**config.mk**
```make
export PLATFORM = sky130hd
export DESIGN_NAME = uart_tx_buf_flat
export DESIGN_NICKNAME = d
export VERILOG_FILES = /design/src/rtl/uart_tx_buf_if.sv /design/src/rtl/uart_tx_buf.sv /design/src/flat_wrapper.sv
export SDC_FILE = /design/constraint.sdc
export NUM_CORES = 1
export LEC_CHECK = 0
export BUFFER_PORTS_ARGS = -buffer_cell sky130_fd_sc_hd__buf_2
export CAP_MARGIN = 20
export CORE_UTILIZATION = 66
export DETAILED_ROUTE_END_ITERATION = 6
export PLACE_DENSITY = 0.84
export SETUP_SLACK_MARGIN = 0.3
export SYNTH_ARGS = -nofsm -noshare
export SYNTH_HDL_FRONTEND = slang
export SYNTH_SLANG_ARGS = --single-unit
```
**constraint.sdc**
```tcl
create_clock -name sys_clk -period 6.5 [get_ports sys_clk]
set_input_delay 0.65 -clock sys_clk [delete_from_list [all_inputs] [get_ports sys_clk]]
set_output_delay 0.65 -clock sys_clk [all_outputs]
set_load 0.02 [all_outputs]
```
**src/rtl/uart_tx_buf_if.sv**
```systemverilog
// Byte-enqueue handshake and serial/status outputs of the buffered UART transmitter.
interface uart_tx_buf_if #(
  parameter int FIFO_DEPTH = 8
) ();
  localparam int CW = $clog2(FIFO_DEPTH) + 1;

  logic [7:0]    tx_data;
  logic          tx_valid;
  logic          tx_ready;
  logic          uart_txd;
  logic          tx_busy;
  logic [CW-1:0] fifo_count;

  modport master (
    output tx_data, tx_valid,
    input  tx_ready, uart_txd, tx_busy, fifo_count
  );

  modport slave (
    input  tx_data, tx_valid,
    output tx_ready, uart_txd, tx_busy, fifo_count
  );
endinterface

```
**src/rtl/uart_tx_buf.sv**
```systemverilog
// 8N1 UART transmitter fed by a power-of-two byte FIFO; frames go out back-to-back
// while the FIFO holds data.
//
// state | meaning
// IDLE  | line high, waiting for a queued byte
// START | start bit (0) for BAUD_CNT cycles
// DATA  | 8 data bits LSB first, BAUD_CNT cycles each
// STOP  | stop bit (1); last cycle pops the next byte or returns to IDLE
module uart_tx_buf #(
  parameter int BPS        = 230400,
  parameter int CLK_FRE    = 50_000_000,
  parameter int FIFO_DEPTH = 8
) (
  input logic          sys_clk,
  input logic          sys_rst_n,
  uart_tx_buf_if.slave bus
);
  localparam int BAUD_CNT = CLK_FRE / BPS;
  localparam int AW = $clog2(FIFO_DEPTH);
  localparam int CW = AW + 1;
  localparam int BW = $clog2(BAUD_CNT + 1);
  localparam logic [CW-1:0] FULL      = CW'(FIFO_DEPTH);
  localparam logic [BW-1:0] BAUD_LAST = BW'(BAUD_CNT - 1);

  typedef enum logic [1:0] {IDLE, START, DATA, STOP} state_t;

  state_t        state_q, state_d;
  logic [BW-1:0] baud_q, baud_d;
  logic [2:0]    bit_q, bit_d;
  logic [7:0]    shift_q, shift_d;
  logic          txd_q, txd_d;
  logic          busy_q, busy_d;

  logic [7:0]    mem_q [FIFO_DEPTH];
  logic [AW-1:0] wr_ptr_q, wr_ptr_d;
  logic [AW-1:0] rd_ptr_q, rd_ptr_d;
  logic [CW-1:0] count_q, count_d;
  logic          push;
  logic          pop;
  logic          baud_done;
  logic          have_data;

  // Ready comes from the registered count only, so a full FIFO rejects a push
  // even on the edge where the transmitter pops.
  assign push      = bus.tx_valid && (count_q != FULL);
  assign baud_done = (baud_q == '0);
  assign have_data = (count_q != '0);

  always_ff @(posedge sys_clk) begin
    if (push) mem_q[wr_ptr_q] <= bus.tx_data;
  end

  always_comb begin
    wr_ptr_d = wr_ptr_q;
    rd_ptr_d = rd_ptr_q;
    count_d  = count_q;
    if (push) wr_ptr_d = wr_ptr_q + AW'(1);
    if (pop)  rd_ptr_d = rd_ptr_q + AW'(1);
    if (push && !pop)      count_d = count_q + CW'(1);
    else if (pop && !push) count_d = count_q - CW'(1);
  end

  always_comb begin
    state_d = state_q;
    baud_d  = baud_q;
    bit_d   = bit_q;
    shift_d = shift_q;
    txd_d   = txd_q;
    busy_d  = busy_q;
    pop     = 1'b0;
    case (state_q)
      IDLE: begin
        txd_d  = 1'b1;
        busy_d = 1'b0;
        if (have_data) begin
          pop     = 1'b1;
          shift_d = mem_q[rd_ptr_q];
          baud_d  = BAUD_LAST;
          txd_d   = 1'b0;
          busy_d  = 1'b1;
          state_d = START;
        end
      end
      START: begin
        if (baud_done) begin
          baud_d  = BAUD_LAST;
          bit_d   = 3'd0;
          txd_d   = shift_q[0];
          state_d = DATA;
        end else begin
          baud_d = baud_q - BW'(1);
        end
      end
      DATA: begin
        if (baud_done) begin
          baud_d = BAUD_LAST;
          if (bit_q == 3'd7) begin
            txd_d   = 1'b1;
            state_d = STOP;
          end else begin
            bit_d   = bit_q + 3'd1;
            shift_d = {1'b0, shift_q[7:1]};
            txd_d   = shift_q[1];
          end
        end else begin
          baud_d = baud_q - BW'(1);
        end
      end
      STOP: begin
        if (!baud_done) begin
          baud_d = baud_q - BW'(1);
        end else if (have_data) begin
          // Chain straight into the next start bit: no idle gap on the line.
          pop     = 1'b1;
          shift_d = mem_q[rd_ptr_q];
          baud_d  = BAUD_LAST;
          txd_d   = 1'b0;
          state_d = START;
        end else begin
          txd_d   = 1'b1;
          busy_d  = 1'b0;
          state_d = IDLE;
        end
      end
      default: state_d = IDLE;
    endcase
  end

  always_ff @(posedge sys_clk or negedge sys_rst_n) begin
    if (!sys_rst_n) begin
      state_q  <= IDLE;
      baud_q   <= '0;
      bit_q    <= 3'd0;
      shift_q  <= 8'd0;
      txd_q    <= 1'b1;
      busy_q   <= 1'b0;
      wr_ptr_q <= '0;
      rd_ptr_q <= '0;
      count_q  <= '0;
    end else begin
      state_q  <= state_d;
      baud_q   <= baud_d;
      bit_q    <= bit_d;
      shift_q  <= shift_d;
      txd_q    <= txd_d;
      busy_q   <= busy_d;
      wr_ptr_q <= wr_ptr_d;
      rd_ptr_q <= rd_ptr_d;
      count_q  <= count_d;
    end
  end

  assign bus.uart_txd   = txd_q;
  assign bus.tx_busy    = busy_q;
  assign bus.tx_ready   = (count_q != FULL);
  assign bus.fifo_count = count_q;
endmodule
```
**src/flat_wrapper.sv**
```systemverilog
// flat-port wrapper written by rule: the top's interface ports become plain ports
module uart_tx_buf_flat 
#(
  parameter int BPS        = 230400,
  parameter int CLK_FRE    = 50_000_000,
  parameter int FIFO_DEPTH = 8
)
  (sys_clk, sys_rst_n, bus_tx_data, bus_tx_valid, bus_tx_ready, bus_uart_txd, bus_tx_busy, bus_fifo_count);
  uart_tx_buf_if #(.FIFO_DEPTH(FIFO_DEPTH)) bus_i ();
  input logic sys_clk;
  input logic sys_rst_n;
  input wire logic [$bits(bus_i.tx_data)-1:0] bus_tx_data;
  input wire logic [$bits(bus_i.tx_valid)-1:0] bus_tx_valid;
  output wire logic [$bits(bus_i.tx_ready)-1:0] bus_tx_ready;
  output wire logic [$bits(bus_i.uart_txd)-1:0] bus_uart_txd;
  output wire logic [$bits(bus_i.tx_busy)-1:0] bus_tx_busy;
  output wire logic [$bits(bus_i.fifo_count)-1:0] bus_fifo_count;
  assign bus_i.tx_data = bus_tx_data;
  assign bus_i.tx_valid = bus_tx_valid;
  assign bus_tx_ready = bus_i.tx_ready;
  assign bus_uart_txd = bus_i.uart_txd;
  assign bus_tx_busy = bus_i.tx_busy;
  assign bus_fifo_count = bus_i.fifo_count;
  uart_tx_buf #(.BPS(BPS), .CLK_FRE(CLK_FRE), .FIFO_DEPTH(FIFO_DEPTH)) u_core (.sys_clk(sys_clk), .sys_rst_n(sys_rst_n), .bus(bus_i));
endmodule
```
==> flow_metrics.env <==
export IMPL_outcome="complete, no violations"
export IMPL_clkPwrFrac_pct=29.0
export IMPL_holdCritPathClass="input pin to async pin"
export IMPL_layout_commonest_cell="edfxtp_1"
export IMPL_p_seq_share_pct=55.3
export IMPL_cts_sinks=97
export IMPL_areaGrowthSynthToFinish_pct=7.766
export IMPL_synth_main_ff_cell="edfxtp_1"
export IMPL_synth_area_leaders="edfxtp_1, dfrtp_1, mux4_2"
export IMPL_async_reset_ff_share_pct=34.02
export IMPL_port_buffers=17
export IMPL_clock_latency_ps=370
export IMPL_wl_met3_um=234
export IMPL_p_leak_nw=1.732
export IMPL_synth_cell_types=53
export IMPL_grt_usage_pct=24.67
export IMPL_syn_inst=310
export IMPL_cp_data_required_time_ps=6800
export IMPL_grt_pass1_vias=2664
export IMPL_end_kind="flip-flop"
export IMPL_cts_setup_buffers=0
export IMPL_final_hold_viol_count=0
export IMPL_grt_pass1_wl_um=13070
export IMPL_critPathKind="flip-flop to flip-flop"
export IMPL_design_core_area_um2=6422
export IMPL_yosys_warnings=0
export IMPL_min_period_ps=3415
export IMPL_period_share_pct=52.53
export IMPL_route_detailed_drc=0
export IMPL_dr_pass1_iters=4
export IMPL_cts_repair_resized=0
export IMPL_cts_htree_levels=3
export IMPL_tightest_slew_ps=999.5
export IMPL_rows=29
export IMPL_syn_nets=336
export IMPL_cp_arrival_ps=3710
export IMPL_dieWidth_um=84.23
export IMPL_placed_area_um2=4593
export IMPL_first_iter_violations=148
export IMPL_rrSetupSlack_ps=3090
export IMPL_wl_per_cell_um=19.47
export IMPL_whs_ps=330.5
export IMPL_cp_start_kind="flip-flop"
export IMPL_power_density_nw_per_um2=299.8
export IMPL_cts_root_buf="clkbuf_8"
export IMPL_p_switching_mw=0.4133
export IMPL_clk_path_buf_depth=2
export IMPL_antenna_cells=0
export IMPL_maxCapViolCount=0
export IMPL_nets=351
export IMPL_fmax_mhz=292.9
export IMPL_fin_tns_setup_ps=0
export IMPL_stdcell_area_um2=4810
export IMPL_cp_num_buf_inv=2
export IMPL_netlist_area_um2=4463
export IMPL_crit_path_top_delay_cell="nor4_2"
export IMPL_synth_edff_count=64
export IMPL_p_comb_share_pct=15.7
export IMPL_ys_seq_area_share_pct=61.59
export IMPL_cts_hold_buf=0
export IMPL_fin_skew_ps=11.19
export IMPL_critPathMaxStageDelay_ps=860
export IMPL_slew_headroom_pct=33.37
export IMPL_syn_area_per_cell_um2=14.40
export IMPL_synth_top_cell_by_area="edfxtp_1"
export IMPL_ir_drop_mv=0.2562
export IMPL_crit_family="simple AND/OR/NAND/NOR gates"
export IMPL_num_fill_cells=395
export IMPL_crit_path_cell_trace="nor4_2, a31oi_1, nor3_1, inv_1, ha_1, inv_1, ha_1, a21o_1, a21oi_1, mux2i_1, xnor2_1"
export IMPL_clk_pin_slew_ps=100
export IMPL_route_met2_wl_um=3989
export IMPL_vias=2616
export IMPL_routed_wl_um=7923
export IMPL_grt_max_degree=34
export IMPL_rsz0062_at_grt="false"
export IMPL_cellInternalPower_mw=1.029
export IMPL_gp_congestion=0.8644
export IMPL_mostFrequentLayoutCells="edfxtp_1, dfrtp_1, o21ai_0"
export IMPL_vias_per_cell=6.428
export IMPL_synth_top_area_share_pct=43.06
export IMPL_drive_above_1_share_pct=22.12
export IMPL_top_layer_used="met4"
export IMPL_dp_hpwl_um=5356
export IMPL_drt_met1_wl_um=3507
export IMPL_antenna_found_initial=0
export IMPL_die_h_um=84.23
export IMPL_synth_seq_cells=97
export IMPL_setup_viol=0
export IMPL_final_max_slew_violation_count=0
export IMPL_start_util_pct=69.49
export IMPL_cp_max_fo=13
export IMPL_numCtsBuffers=9
export IMPL_num_io_pins=18
export IMPL_tritoncts="yes"
export IMPL_design_die_area_um2=7095
export IMPL_switching_share_pct=28.66
export IMPL_antenna_left=0
export IMPL_grt_overflow_total=0
[metal layers]
metal	global-route usage [%]	up-vias
met5	0	-
met4	12.07	0
met3	3.540	23
met2	41.28	60
met1	32.25	1314
li1	-	1219
[final timing paths]
kind	depth (start not counted)	endpoint	start
worst min-delay path	1	u_core.baud_q[7]	sys_rst_n
min in group sys_clk	2	u_core.bus.tx_busy	u_core.bus.tx_busy
worst min register to register	2	u_core.bus.tx_busy	u_core.bus.tx_busy
worst max register to register	11	u_core.bus.fifo_count[3]	u_core.baud_q[2]
worst max-delay path	11	u_core.bus.fifo_count[3]	u_core.baud_q[2]
max in group asynchronous	1	u_core.baud_q[6]	sys_rst_n
[metrics by stage]
| stage | setup WS (ps) | total power [mW] | instances | utilization, % |
|---|---|---|---|---|
| floorplan | 3622 | 0.9559 | 310 | - |
| global placement | 3269 | 1.022 | 391 | 71.52 |
| detailed placement | 3153 | 1.039 | 391 | 71.52 |
| CTS | 3070 | 1.449 | 407 | 74.89 |
| global route | 2757 | 1.497 | 407 | 74.89 |
| finish | 3085 | 1.442 | 407 | 74.89 |
[kinds of logic after synthesis]
logic type,after synthesis,share of synthesized area (%)
flops,97,61.59
simple gates,70,8.915
mux,35,12.17
fa+ha+maj,15,4.373
compound gates,63,9.308
buf+inv,22,2.075
xor+xnor,8,1.570
[cell type report]
class	instances	area, um^2	share of cell area [%]
multi-input combinational	191	1622	33.71
sequential	97	2749	57.15
clock inverter	7	92.59	1.925
inverter	7	26.28	0.5463
clock buffer	9	123.9	2.575
tap	77	96.34	2.003
timing repair buffer	19	100.1	2.081
[state kept, by name (all words and copies together), names as in the netlist]
name / flops
u_core.wr_ptr_q: 3
u_core.baud_q: 8
u_core.bus.tx_busy: 1
u_core.bit_q: 3
u_core.rd_ptr_q: 3
u_core.bus.uart_txd: 1
u_core.shift_q: 8
u_core.state_q: 2
u_core.bus.fifo_count: 4
u_core.mem_q: 64
[power by group through the flow]
stage               clock, mW  sequential (mW)  combinational [mW]
floorplan                   0            0.812               0.144
global placement            0            0.804               0.219
detailed placement          0            0.810               0.229
CTS                     0.424            0.797               0.229
global route            0.441            0.808               0.248
finish                  0.419            0.797               0.226
[worst register-to-register path: stages, from the launching register on]
cell and delay [ps]:
dfrtp_1 470, nor4_2 860, a31oi_1 260, nor3_1 390, inv_1 90, ha_1 220, inv_1 130, ha_1 250
a21o_1 160, a21oi_1 160, mux2i_1 230, xnor2_1 130
[Yosys cell counts, drive strengths merged (2+ instances only)]
master and number:
buf 8, mux2 14, o31ai 2, dfrtp 32, a21oi 8, a2111oi 3, nor4 2, and2 2
o32ai 2, a211oi 4, inv 7, clkbuf 7, ha 14, o21ai 25, a31oi 2, nor2 15
edfxtp 64, xor2 4, a21o 2, a211o 3, o41ai 2, nor3 8, a22o 3, nor3b 5
nor2b 4, nand3 4, nand2 16, or2 3, o21a 2, mux4 14, nand2b 3, or4 2
mux2i 7, xnor2 4
Note: power is estimated with default switching activity, not from simulation.
